==> src/rtl/corescore_uart_tx_arbiter.sv <==
// corescore_uart_tx_arbiter: round-robin, message-locked arbiter sharing one UART TX byte port among N_REQ requesters
module corescore_uart_tx_arbiter #(
  parameter int N_REQ   = 4,
  parameter int TIMEOUT = 1024
) (
  input  logic               i_clk,
  input  logic               i_rst_n,
  input  logic [8*N_REQ-1:0] i_req_data,
  input  logic [N_REQ-1:0]   i_req_valid,
  input  logic [N_REQ-1:0]   i_req_last,
  output logic [N_REQ-1:0]   o_req_ready,
  output logic [7:0]         o_data,
  output logic               o_valid,
  input  logic               i_ready,
  output logic [N_REQ-1:0]   o_grant,
  output logic               o_abort
);
  localparam int PW = $clog2(N_REQ);
  localparam int CW = TIMEOUT > 0 ? $clog2(TIMEOUT + 1) : 1;
  typedef enum logic {IDLE, LOCKED} state_t;
  state_t state;
  logic [PW-1:0] ptr, gi, pi;
  logic [N_REQ-1:0] pick;
  logic [CW-1:0] cnt;
  logic acc, own_valid, own_last, timeout;
  assign o_req_ready = o_grant & {N_REQ{!o_valid || i_ready}};
  assign acc = |(i_req_valid & o_req_ready);
  assign own_valid = |(i_req_valid & o_grant);
  assign own_last = |(i_req_last & o_grant);
  assign timeout = TIMEOUT > 0 && state == LOCKED && !own_valid && cnt == CW'(TIMEOUT - 1);
  assign pick = N_REQ'(1) << pi;
  always_comb begin
    gi = '0;
    pi = '0;
    for (int k = 0; k < N_REQ; k++)
      if (o_grant[k]) gi = PW'(k);
    for (int k = N_REQ; k >= 1; k--)
      if (i_req_valid[PW'((int'(ptr) + k) % N_REQ)]) pi = PW'((int'(ptr) + k) % N_REQ);
  end
  always_ff @(posedge i_clk or negedge i_rst_n) begin
    if (!i_rst_n) begin
      state   <= IDLE;
      o_grant <= '0;
      o_valid <= 1'b0;
      o_data  <= '0;
      o_abort <= 1'b0;
      ptr     <= PW'(N_REQ - 1);
      cnt     <= '0;
    end else begin
      o_abort <= timeout;
      if (acc) begin
        o_data  <= i_req_data[8*gi +: 8];
        o_valid <= 1'b1;
      end else if (o_valid && i_ready) begin
        o_valid <= 1'b0;
      end
      case (state)
        IDLE: begin
          cnt <= '0;
          if (|i_req_valid) begin
            o_grant <= pick;
            state   <= LOCKED;
          end
        end
        LOCKED: begin
          if ((acc && own_last) || timeout) begin
            o_grant <= '0;
            ptr     <= gi;
            state   <= IDLE;
            cnt     <= '0;
          end else if (acc) begin
            cnt <= '0;
          end else if (!own_valid && cnt != '1) begin
            cnt <= cnt + 1'b1;
          end
        end
        default: state <= IDLE;
      endcase
    end
  end
endmodule

==> config.mk <==
export PLATFORM = sky130hd
export DESIGN_NAME = corescore_uart_tx_arbiter
export DESIGN_NICKNAME = d
export VERILOG_FILES = /design/src/rtl/corescore_uart_tx_arbiter.sv
export SDC_FILE = /design/constraint.sdc
export NUM_CORES = 1
export LEC_CHECK = 0
export CAP_MARGIN = 20
export CORE_ASPECT_RATIO = 1.2
export CORE_MARGIN = 3
export CORE_UTILIZATION = 40
export CTS_CLUSTER_DIAMETER = 100
export DETAILED_ROUTE_END_ITERATION = 10
export GPL_ROUTABILITY_DRIVEN = 1
export PLACE_DENSITY = 0.84
export SYNTH_ARGS = -nofsm -noshare
export SYNTH_HDL_FRONTEND = slang
export SYNTH_SLANG_ARGS = --single-unit
==> constraint.sdc <==
create_clock -name i_clk -period 2.2 [get_ports i_clk]
set_input_delay 0.22 -clock i_clk [delete_from_list [all_inputs] [get_ports i_clk]]
set_output_delay 0.22 -clock i_clk [all_outputs]
set_load 0.005 [all_outputs]
# Word-level counts from Yosys, hierarchy flattened
# Index checks and enable logic that the tools add are counted.
[classes] n_bitwise=5 shifts=2 addsub=5 reduce_logical=16 order_cmp=4 n_mux=31 eq_ne=5
[ops] op="11-bit two-way mux" n=3
[ops] op="32-bit by 6-bit variable part select with 8-bit output" n=1
[ops] op="11-bit case mux with 2 select lines" n=1
[ops] op="4-bit AND" n=4
[ops] op="2-bit by 4-bit less-than comparator with 1-bit output, second input constant" n=4
[ops] op="4-bit OR reduction" n=4
[ops] op="1-bit two-way mux" n=13
[ops] op="2-bit two-way mux" n=6
[ops] op="11-bit by 1-bit adder with 11-bit output, second input constant" n=1
[ops] op="11-bit by 10-bit equality test with 1-bit output, second input constant" n=1
[ops] op="11-bit inequality test, second input constant" n=1
[ops] op="1-bit binary-select mux with 2-bit select" n=4
[ops] op="4-bit two-way mux" n=2
[ops] op="4-bit case mux with 2 select lines" n=1
[ops] op="1-bit logical AND" n=5
[ops] op="2-bit by 1-bit adder with 2-bit output, second input constant" n=2
[ops] op="2-bit adder, second input constant" n=2
[ops] op="4-bit by 1-bit inequality test with 1-bit output, second input constant" n=1
[ops] op="2-bit AND reduction" n=2
[ops] op="1-bit by 2-bit left shift with 4-bit output, first input constant" n=1
[ops] op="1-bit zero test" n=2
[ops] op="1-bit logical OR" n=2
[ops] op="2-bit by 1-bit inequality test with 1-bit output, second input constant" n=1
[ops] op="2-bit inequality test, second input constant" n=1
[ops] op="other kinds (3)" n=3
[word_totals] inputBits=43 ff_bits=28 elab_cells=75 out_inout_bits=18

# Logic depth before layout (Yosys ltp)
# Gate-level depths: netlist of run 1.
[depth] word_depth=11 ltp_mapped=6 depth_no_buf=6

# Least setup slack after synthesis of run 1
# No wires, ideal clock.
[synth_path] path_kind="register to register" from="reg o_grant[0]" to="reg o_grant[1]" stages_incl_launch_ff=6 required_ps=2080 synth_period_minus_slack_ps=1552 arrival_time_ps=1432 slack_ps=648 path_buffers=0 setup_time_ps=120 cell_sequence="dfrtp_1 > a22oi_2 > and4_4 > and3_4 > a31oi_4 > a31o_1"
[synth_between] elab_chain_len=8 word_cells_on_any_way=14 cone_classes="1 x eq/ne; 4 x bitwise; 9 x reduce/logical"
[synth_lines] element="start, declared" line="15" rtl="output logic [N_REQ-1:0] o_grant,"
[synth_lines] element="start signal, assigned" line="61" rtl="o_grant <= pick;"
[synth_lines] element="4-bit AND" line="28" rtl="assign own_valid = |(i_req_valid & o_grant);"
[synth_lines] element="4-bit OR reduction" line="28"
[synth_lines] element="1-bit zero test" line="30" rtl="assign timeout = TIMEOUT > 0 && state == LOCKED && !own_valid && cnt == CW'(TIMEOUT - 1);"
[synth_lines] element="1-bit logical AND (2 in series)" line="30"
[synth_lines] element="via timeout" line="25" rtl="logic acc, own_valid, own_last, timeout;"
[synth_lines] element="1-bit logical OR" line="66" rtl="if ((acc && own_last) || timeout) begin"
[synth_lines] element="2-bit by 1-bit inequality test with 1-bit output (no line)"
[synth_lines] element="2-bit AND reduction (no line)"
# The timed path passes the listed nets, and every way through them passes these cells.
# A chain may end at the register's enable or synchronous reset.

# Worst setup path in the final report of run 1
[layout_path] from="reg o_grant[1]" to="out o_req_ready[1]"
[layout_between] elab_chain_len=1
[layout_lines] element="4-bit AND" line="26" rtl="assign o_req_ready = o_grant & {N_REQ{!o_valid || i_ready}};"
[layout_lines] element="end, declared" line="11" rtl="output logic [N_REQ-1:0] o_req_ready,"
# Every way passes these cells.

==> impl_metrics.ini, run 1 <==
[timing]
hold_viol_final = 0
slew_violations = 0
worstMarginPinSlew_ns = 0.665
post-route-period-util = 0.888
hold_ws_ns = 0.305
tns_ns = 0
min_period_ns = 1.95
worst_slack_ns = 0.246
relSlewSlack = 0.554
fmax_mhz = 512
fin_skew_ns = 0.00447
rsz0062_at_grt = no
finalSetupViolCount = 0

[power_and_ir_drop]
internal_power_mw = 1.59
p_clk_frac = 0.125
power_density_nw_per_um2 = 1060
p_leak_nw = 0.988
total_switching_power_uw = 984
power.share.switching = 0.383
p_comb_frac = 0.544
seqPwrFrac = 0.330
irDropWorstVdd_mv = 0.523
power_mw = 2.57

[die]
initial_utilization = 0.424
die-area_um2 = 5060
dieHeight_um = 77.3
pin_count = 61
core-area_um2 = 4000
die_x_um = 65.5
row_count = 25

[layout]
antennaDiodeCount = 0
drive_gt1_frac = 0.100
syn_to_final_growth_pct = 43.1
final_common_cell = clkdlybuf4s50_1
fin_nets = 285
final_cell_mix = clkdlybuf4s50_1, dfrtp_1, nor2_1
finish.utilization = 0.607

[global_routing]
antenna_found_initial = 0
grt_pass1_vias = 1642
grtUsageTotal = 0.186
grt-ovfl-total = 0
grt_max_degree = 29
grt_pass1_wl_um = 7470

[route]
wl_per_cell_um = 14.6
drtAntennaViolNets = 0
viasPerCell = 5.30
drt_iter0_markers = 45
dr_total_vias = 1557
wl_um = 4290
drt_pass1_iterations = 4
drcViolationCount = 0

[critical_path]
crit_buf_inv = 2
cp_max_fo = 9
arrival_ns = 1.73
path_class = register to output port
startpoint_type = register
reg2reg_slack_ns = 0.34
cp_slowest_cell = dfrtp_1
worstPathRequired_ns = 1.98
cp.depth = 3
r2r-end = cnt[0]
critPathTopFamily = buffers and inverters
r2r-start = cnt[0]
slowest_delay_ns = 0.54
setup.worst_path.end_class = output port
ff2ff_path_depth = 6
path_cells = buf_4 -> and2_1 -> clkdlybuf4s50_1

[synthesis]
yosys_warnings = 0
yosysSeqAreaShare = 0.414
async_flop_share = 1.00
synth_edf_count = 0
synth_top_area_frac = 0.383
syn_nets = 221
netlist_area_um2 = 1700
synth.ff_latch_count = 28
ys.flop_type = dfrtp_1
yosys-top-cells-area = dfrtp_1, mux2i_1, nor2_1, nand2_1, a21oi_1
postSynthCellCount = 177
avgSynthCellArea_um2 = 9.59
synthDistinctLibCells = 44
yosys.area.top_type = dfrtp_1

[placement]
portBuffers = 60
hpwl_um = 3320
dp_slack_ns = 0.247
gp_congestion = 0.856

[cts]
cts_resized = 0
cts_root_buffer = clkbuf_8
cts_setup_buffers = 0
h-tree-depth = 1
cts.path.max_buffers = 2
insertion_delay_ns = 0.28
cts_sinks = 28
numCtsBuffers = 3
cts.reportedPaths.clkPinSlew_ns = 0.10
ctsHoldBuffers = 0
cts_tree = built

[min_path]
hold_class = input port to asynchronous set/reset pin

[run]
cap_violations = 0

[status]
status = complete, no violations
-- worst max path at each step --
stage	end	slack [ns]	start
after floorplan	o_grant[1]	0.65	o_grant[0]
after global placement	o_grant[0]	0.29	i_req_valid[3]
after detailed placement	o_grant[0]	0.25	i_req_valid[3]
after CTS	o_req_ready[1]	0.22	o_grant[1]
after global routing	o_req_ready[1]	0.14	o_grant[1]
final	o_req_ready[1]	0.25	o_grant[1]
-- cells in the mapped netlist (all sizes together) (2+ instances only) --
library cell and n:
dfrtp 26, nor2 21, nand2 20, mux2i 19, a21oi 14, o21ai 9
and2 7, nor3 5, a22oi 4, and3 4, a31o 3, buf 3
clkbuf 3, inv 3, nand3 3, nand4 3, nor3b 3, xnor2 3
a211oi 2, a31oi 2, and3b 2, dfstp 2, nand2b 2, xor2 2
-- registers in the layout, summed over array words and instances (netlist names) --
signal and cells:
cnt 11, o_abort 1, o_data 8, o_grant 4
o_valid 1, ptr 2, state 1
-- power by group through the flow --
stage | combinational [mW] | sequential [mW] | clock, mW
global placement | 1.36 | 0.849 | 0
floorplan | 0.823 | 0.846 | 0
finish | 1.40 | 0.849 | 0.323
global route | 1.57 | 0.880 | 0.353
detailed placement | 1.41 | 0.862 | 0
CTS | 1.42 | 0.850 | 0.321
-- metal layers --
| layer | track usage | vias to the layer above | part of all wire | wire length [um] |
|---|---|---|---|---|
| met5 | 0 | - | 0 | 0 |
| met4 | 0.0436 | 0 | 0.012 | 50 |
| met3 | 0.0535 | 7 | 0.075 | 321 |
| met2 | 0.318 | 61 | 0.51 | 2170 |
| met1 | 0.228 | 729 | 0.41 | 1750 |
| li1 | - | 760 | - | - |
-- metrics by stage --
step | cell area (um2) | std cells
floorplan | 1700 | 177
global placement | 2370 | 290
detailed placement | 2370 | 290
CTS | 2430 | 294
global route | 2430 | 294
finish | 2430 | 294
-- cells by family (layout without fill, tap and decap cells) --
family	after synthesis	count (layout)	synth area share
buf+inv	9	72	0.0236
flops	28	28	0.414
compound gates	40	40	0.176
simple gates	75	75	0.241
mux	19	19	0.112
fa+ha+maj	1	1	0.00737
xor+xnor	5	5	0.0258
-- layout make-up --
cell class / count / area [um2]
fill: 367 / 1580
multi-input combinational: 140 / 953
sequential: 28 / 703
timing repair buffer: 65 / 638
tap: 54 / 67.6
clock buffer: 4 / 55.1
inverter: 3 / 11.3
No activity file was read; power rests on OpenSTA's default activity.
==> run 2: changes to the inputs <==
CAP_MARGIN = 5   (was 20)
CORE_MARGIN = 2   (was 3)
==> run 2 against run 1 <==
Register-to-register slack improved by 0.16 ns. Via count shrank 0.64%. Critical path depth is the same. First-iteration DRC count up 47%. Critical path type unchanged. Design area is 0.62% higher. Clock-buffer cell count did not move. Cell count increased by 0.68%.
==> impl_metrics.ini, run 2 (synthesis results as in run 1) <==
[status]
status = complete, no violations

[timing]
post-route-period-util = 0.866
worstMarginPinSlew_ns = 0.421
fmax_mhz = 525
relSlewSlack = 0.718
fin_skew_ns = 0.00201
tns_ns = 0
finalSetupViolCount = 0
rsz0062_at_grt = no
slew_violations = 0
min_period_ns = 1.91
hold_ws_ns = 0.324
hold_viol_final = 0

[cts]
cts_resized = 0
cts_tree = built
cts.reportedPaths.clkPinSlew_ns = 0.09
cts.path.max_buffers = 2
ctsHoldBuffers = 0
cts_setup_buffers = 0
insertion_delay_ns = 0.27
h-tree-depth = 1
cts_sinks = 28
numCtsBuffers = 3
cts_root_buffer = clkbuf_8

[power_and_ir_drop]
irDropWorstVdd_mv = 0.571
power_density_nw_per_um2 = 1040
seqPwrFrac = 0.334
internal_power_mw = 1.59
power.share.switching = 0.374
total_switching_power_uw = 953
power_mw = 2.55
p_clk_frac = 0.121
p_leak_nw = 0.998
p_comb_frac = 0.545

[route]
wl_per_cell_um = 13.8
drtAntennaViolNets = 0
viasPerCell = 5.23
drt_iter0_markers = 66
wl_um = 4080
dr_total_vias = 1547
drt_pass1_iterations = 4
drcViolationCount = 0

[layout]
drive_gt1_frac = 0.107
largest_reg_flops = 11
final_common_cell = clkdlybuf4s50_1
final_cell_mix = clkdlybuf4s50_1, dfrtp_1, nor2_1
reg.largest.list = cnt x11, o_data x8, o_grant x4
syn_to_final_growth_pct = 44.0
fin_nets = 287
largest_register = cnt
antennaDiodeCount = 0

[critical_path]
arrival_ns = 1.69
startpoint_type = register
path_class = register to output port
setup.worst_path.end_class = output port
cp_max_fo = 12
worstPathRequired_ns = 1.98

[global_routing]
grtUsageTotal = 0.188
grt_pass1_vias = 1546
grt_max_degree = 29
antenna_found_initial = 0
grt_pass1_wl_um = 7000
grt-ovfl-total = 0

[placement]
portBuffers = 60
gp_congestion = 0.841
hpwl_um = 3230

[die]
row_count = 25
die_x_um = 63.5
pin_count = 61
dieHeight_um = 75.3
core-area_um2 = 4000
die-area_um2 = 4780
initial_utilization = 0.424

[run]
cap_violations = 0

[min_path]
hold_class = input port to asynchronous set/reset pin
## run 2: final timing paths
kind                                 start             end  slack (ns)  cells after the start
worst min register to register      ptr[0]          ptr[0]        0.52                      2
worst max register to register  o_grant[0]      o_grant[2]        0.50                      5
worst max-delay path            o_grant[3]  o_req_ready[3]        0.29                      3
worst min-delay path               i_rst_n      o_grant[3]        0.32                      2
max in group asynchronous          i_rst_n          ptr[0]        1.57                      2
min in group i_clk                  ptr[0]          ptr[0]        0.52                      2
## run 2: per-stage QoR
stage | cells | setup WS (ns) | cell area [um2] | util
after floorplan | 177 | 0.648 | 1700 | -
after global placement | 292 | 0.295 | 2390 | 0.597
after detailed placement | 292 | 0.250 | 2390 | 0.597
after CTS | 296 | 0.271 | 2440 | 0.610
after global routing | 296 | 0.225 | 2440 | 0.610
final | 296 | 0.294 | 2440 | 0.610
## run 2: critical path: stages, from the launching register on
cell             delay (ns)
dfrtp_1                0.47
buf_4                  0.28
and2_1                 0.16
clkdlybuf4s50_1        0.50
## run 2: power by group through the flow
stage	registers [mW]	logic, mW	clock network [mW]
global route	0.875	1.56	0.341
detailed placement	0.863	1.40	0
finish	0.852	1.39	0.308
global placement	0.857	1.37	0
floorplan	0.846	0.823	0
CTS	0.853	1.41	0.314
## run 2: per-layer routing
metal | vias to the layer above | GRT usage | routed length (um)
li1 | 769 | - | -
met5 | - | 0 | 0
met3 | 4 | 0.0384 | 268
met2 | 54 | 0.370 | 2150
met1 | 720 | 0.204 | 1630
met4 | 0 | 0.0604 | 25
## run 2: final cells by class
type                       instances  area (um2)
clock buffer                       4        55.1
fill                             356        1560
inverter                           3        11.3
multi-input combinational        140         953
sequential                        28         703
tap                               54        67.6
timing repair buffer              67         653
==> run 3: changes to the inputs <==
ABC_AREA = 1   (was unset)
PLACE_DENSITY = 0.81   (was 0.84)
==> run 3 against run 2 <==
Clock skew grew 0.0051 ns. Setup slack gained 0.019 ns. Critical path depth grew 5. Area after synthesis is 19% higher. Global-route usage grew 2.0 points. Cell count rose by 40%. Core utilization is 5.4 points lower. Clock-buffer cell count unchanged.
==> impl_metrics.ini, run 3 <==
[cts]
cts.reportedPaths.clkPinSlew_ns = 0.10
numCtsBuffers = 3
cts_resized = 0
cts_sinks = 28
cts_tree = built
insertion_delay_ns = 0.27
cts_root_buffer = clkbuf_8
ctsHoldBuffers = 0
cts.path.max_buffers = 2
cts_setup_buffers = 0
h-tree-depth = 1

[critical_path]
startpoint_type = register
ff2ff_path_depth = 8
r2r-end = cnt[1]
crit_buf_inv = 2
worstPathRequired_ns = 2.36
path_class = register to register
cp_max_fo = 18
cpMostUsedCell = nand3_1
cp.depth = 8
r2r-start = cnt[0]
cp_slowest_cell = dfrtp_1
setup.worst_path.end_class = register
path_cells = ha_1 -> nand3_1 -> inv_2 -> nand3b_4 -> o21ai_4 -> inv_1 -> nand3_1 -> nand2_1
arrival_ns = 2.05
slowest_delay_ns = 0.45
reg2reg_slack_ns = 0.31
cp-startpoint = cnt[0]
critPathTopFamily = flip-flops

[synthesis]
netlist_area_um2 = 2020
synth_edf_count = 0
ys.flop_type = dfrtp_1
synthTopCellsByCount = nand2_1, nor2_1, inv_1
yosys.area.top_type = dfrtp_1
yosysSeqAreaShare = 0.348
postSynthCellCount = 294
synth.ff_latch_count = 28
async_flop_share = 1.00
yosysMostFrequentCell = nand2_1
synth_top_area_frac = 0.322
syn_nets = 338
yosys-top-cells-area = dfrtp_1, nand2_1, nor2_1, inv_1, nand3_1
synthDistinctLibCells = 30
avgSynthCellArea_um2 = 6.88
yosys_warnings = 0

[power_and_ir_drop]
p_leak_nw = 1.27
power_density_nw_per_um2 = 1040
power_mw = 2.82
irDropWorstVdd_mv = 0.634

[global_routing]
grtUsageTotal = 0.208
grt_pass1_vias = 2040
grt_max_degree = 29
antenna_found_initial = 0
grt-ovfl-total = 0
grt_pass1_wl_um = 9030

[timing]
finalSetupViolCount = 0
worst_slack_ns = 0.314
rsz0062_at_grt = no
hold_viol_final = 0
fin_skew_ns = 0.00709
post-route-period-util = 0.857
fmax_mhz = 530
hold_ws_ns = 0.325
relSlewSlack = 0.650
min_period_ns = 1.89
slew_violations = 0
worstMarginPinSlew_ns = 0.522
tns_ns = 0

[layout]
finish.utilization = 0.556
largest_register = cnt
syn_to_final_growth_pct = 34.8
drive_gt1_frac = 0.0873
largest_reg_flops = 11
seq_area_um2 = 703
instances_no_fill = 415
multiInputGateArea_um2 = 1150
fin_area_um2 = 2730
fin_nets = 400
reg.largest.list = cnt x11, o_data x8, o_grant x4
fill_cells = 472
final_common_cell = nand2_1
antennaDiodeCount = 0
final_cell_mix = nand2_1, clkdlybuf4s50_1, nor2_1

[die]
initial_utilization = 0.412
core-area_um2 = 4900
pin_count = 61
row_count = 28
dieHeight_um = 81.9
die_x_um = 68.9
die-area_um2 = 5640

[placement]
gp_congestion = 0.868
dp_slack_ns = 0.321
dp_cells = 411
hpwl_um = 4310
place_area_um2 = 2670
portBuffers = 60

[route]
drcViolationCount = 0
drt_pass1_iterations = 4
dr_total_vias = 2144
drtAntennaViolNets = 0
viasPerCell = 5.17
wl_per_cell_um = 13.1
wl_um = 5420
drt_iter0_markers = 156

[run]
cap_violations = 0

[min_path]
hold_class = input port to asynchronous set/reset pin

[status]
status = complete, no violations
[run 3: cell count changes in the layout (fill, tap and decap cells not counted), sizes merged, moves of 12 or more]
cell,previous run,this run
mux2i,19,0
nor2,21,64
inv,3,31
nand4,3,15
nand2,20,75
o21ai,9,25
nand3,3,21
[run 3: logic make-up after synthesis]
kind of cell / after synthesis / share of synthesized area
compound gates: 39 / 0.113
buf+inv: 38 / 0.0860
fa+ha+maj: 1 / 0.00618
simple gates: 181 / 0.417
xor+xnor: 7 / 0.0303
flops: 28 / 0.348
[run 3: where the power goes]
group	switching, mW	leakage [nW]	internal [mW]
Sequential	0.167	0.349	0.683
Combinational	0.968	0.893	0.688
Clock	0.157	0.0288	0.160
Total	1.29	1.27	1.53
[run 3: worst max-delay path by stage]
stage,end
after global placement,cnt[8]
after detailed placement,cnt[8]
final,cnt[1]
after floorplan,cnt[0]
after CTS,cnt[2]
after global routing,cnt[5]
[run 3: cell type report]
class | instances | area share
multi-input combinational | 228 | 0.420
inverter | 31 | 0.0427
tap | 60 | 0.0275
clock buffer | 4 | 0.0202
timing repair buffer | 64 | 0.231
sequential | 28 | 0.258
[run 3: routing by layer]
metal,up-vias,global-route usage,wire length [um]
li1,1078,-,-
met5,-,0,0
met2,52,0.393,3000
met4,0,0.0510,60
met1,1008,0.246,2180
met3,6,0.0178,179
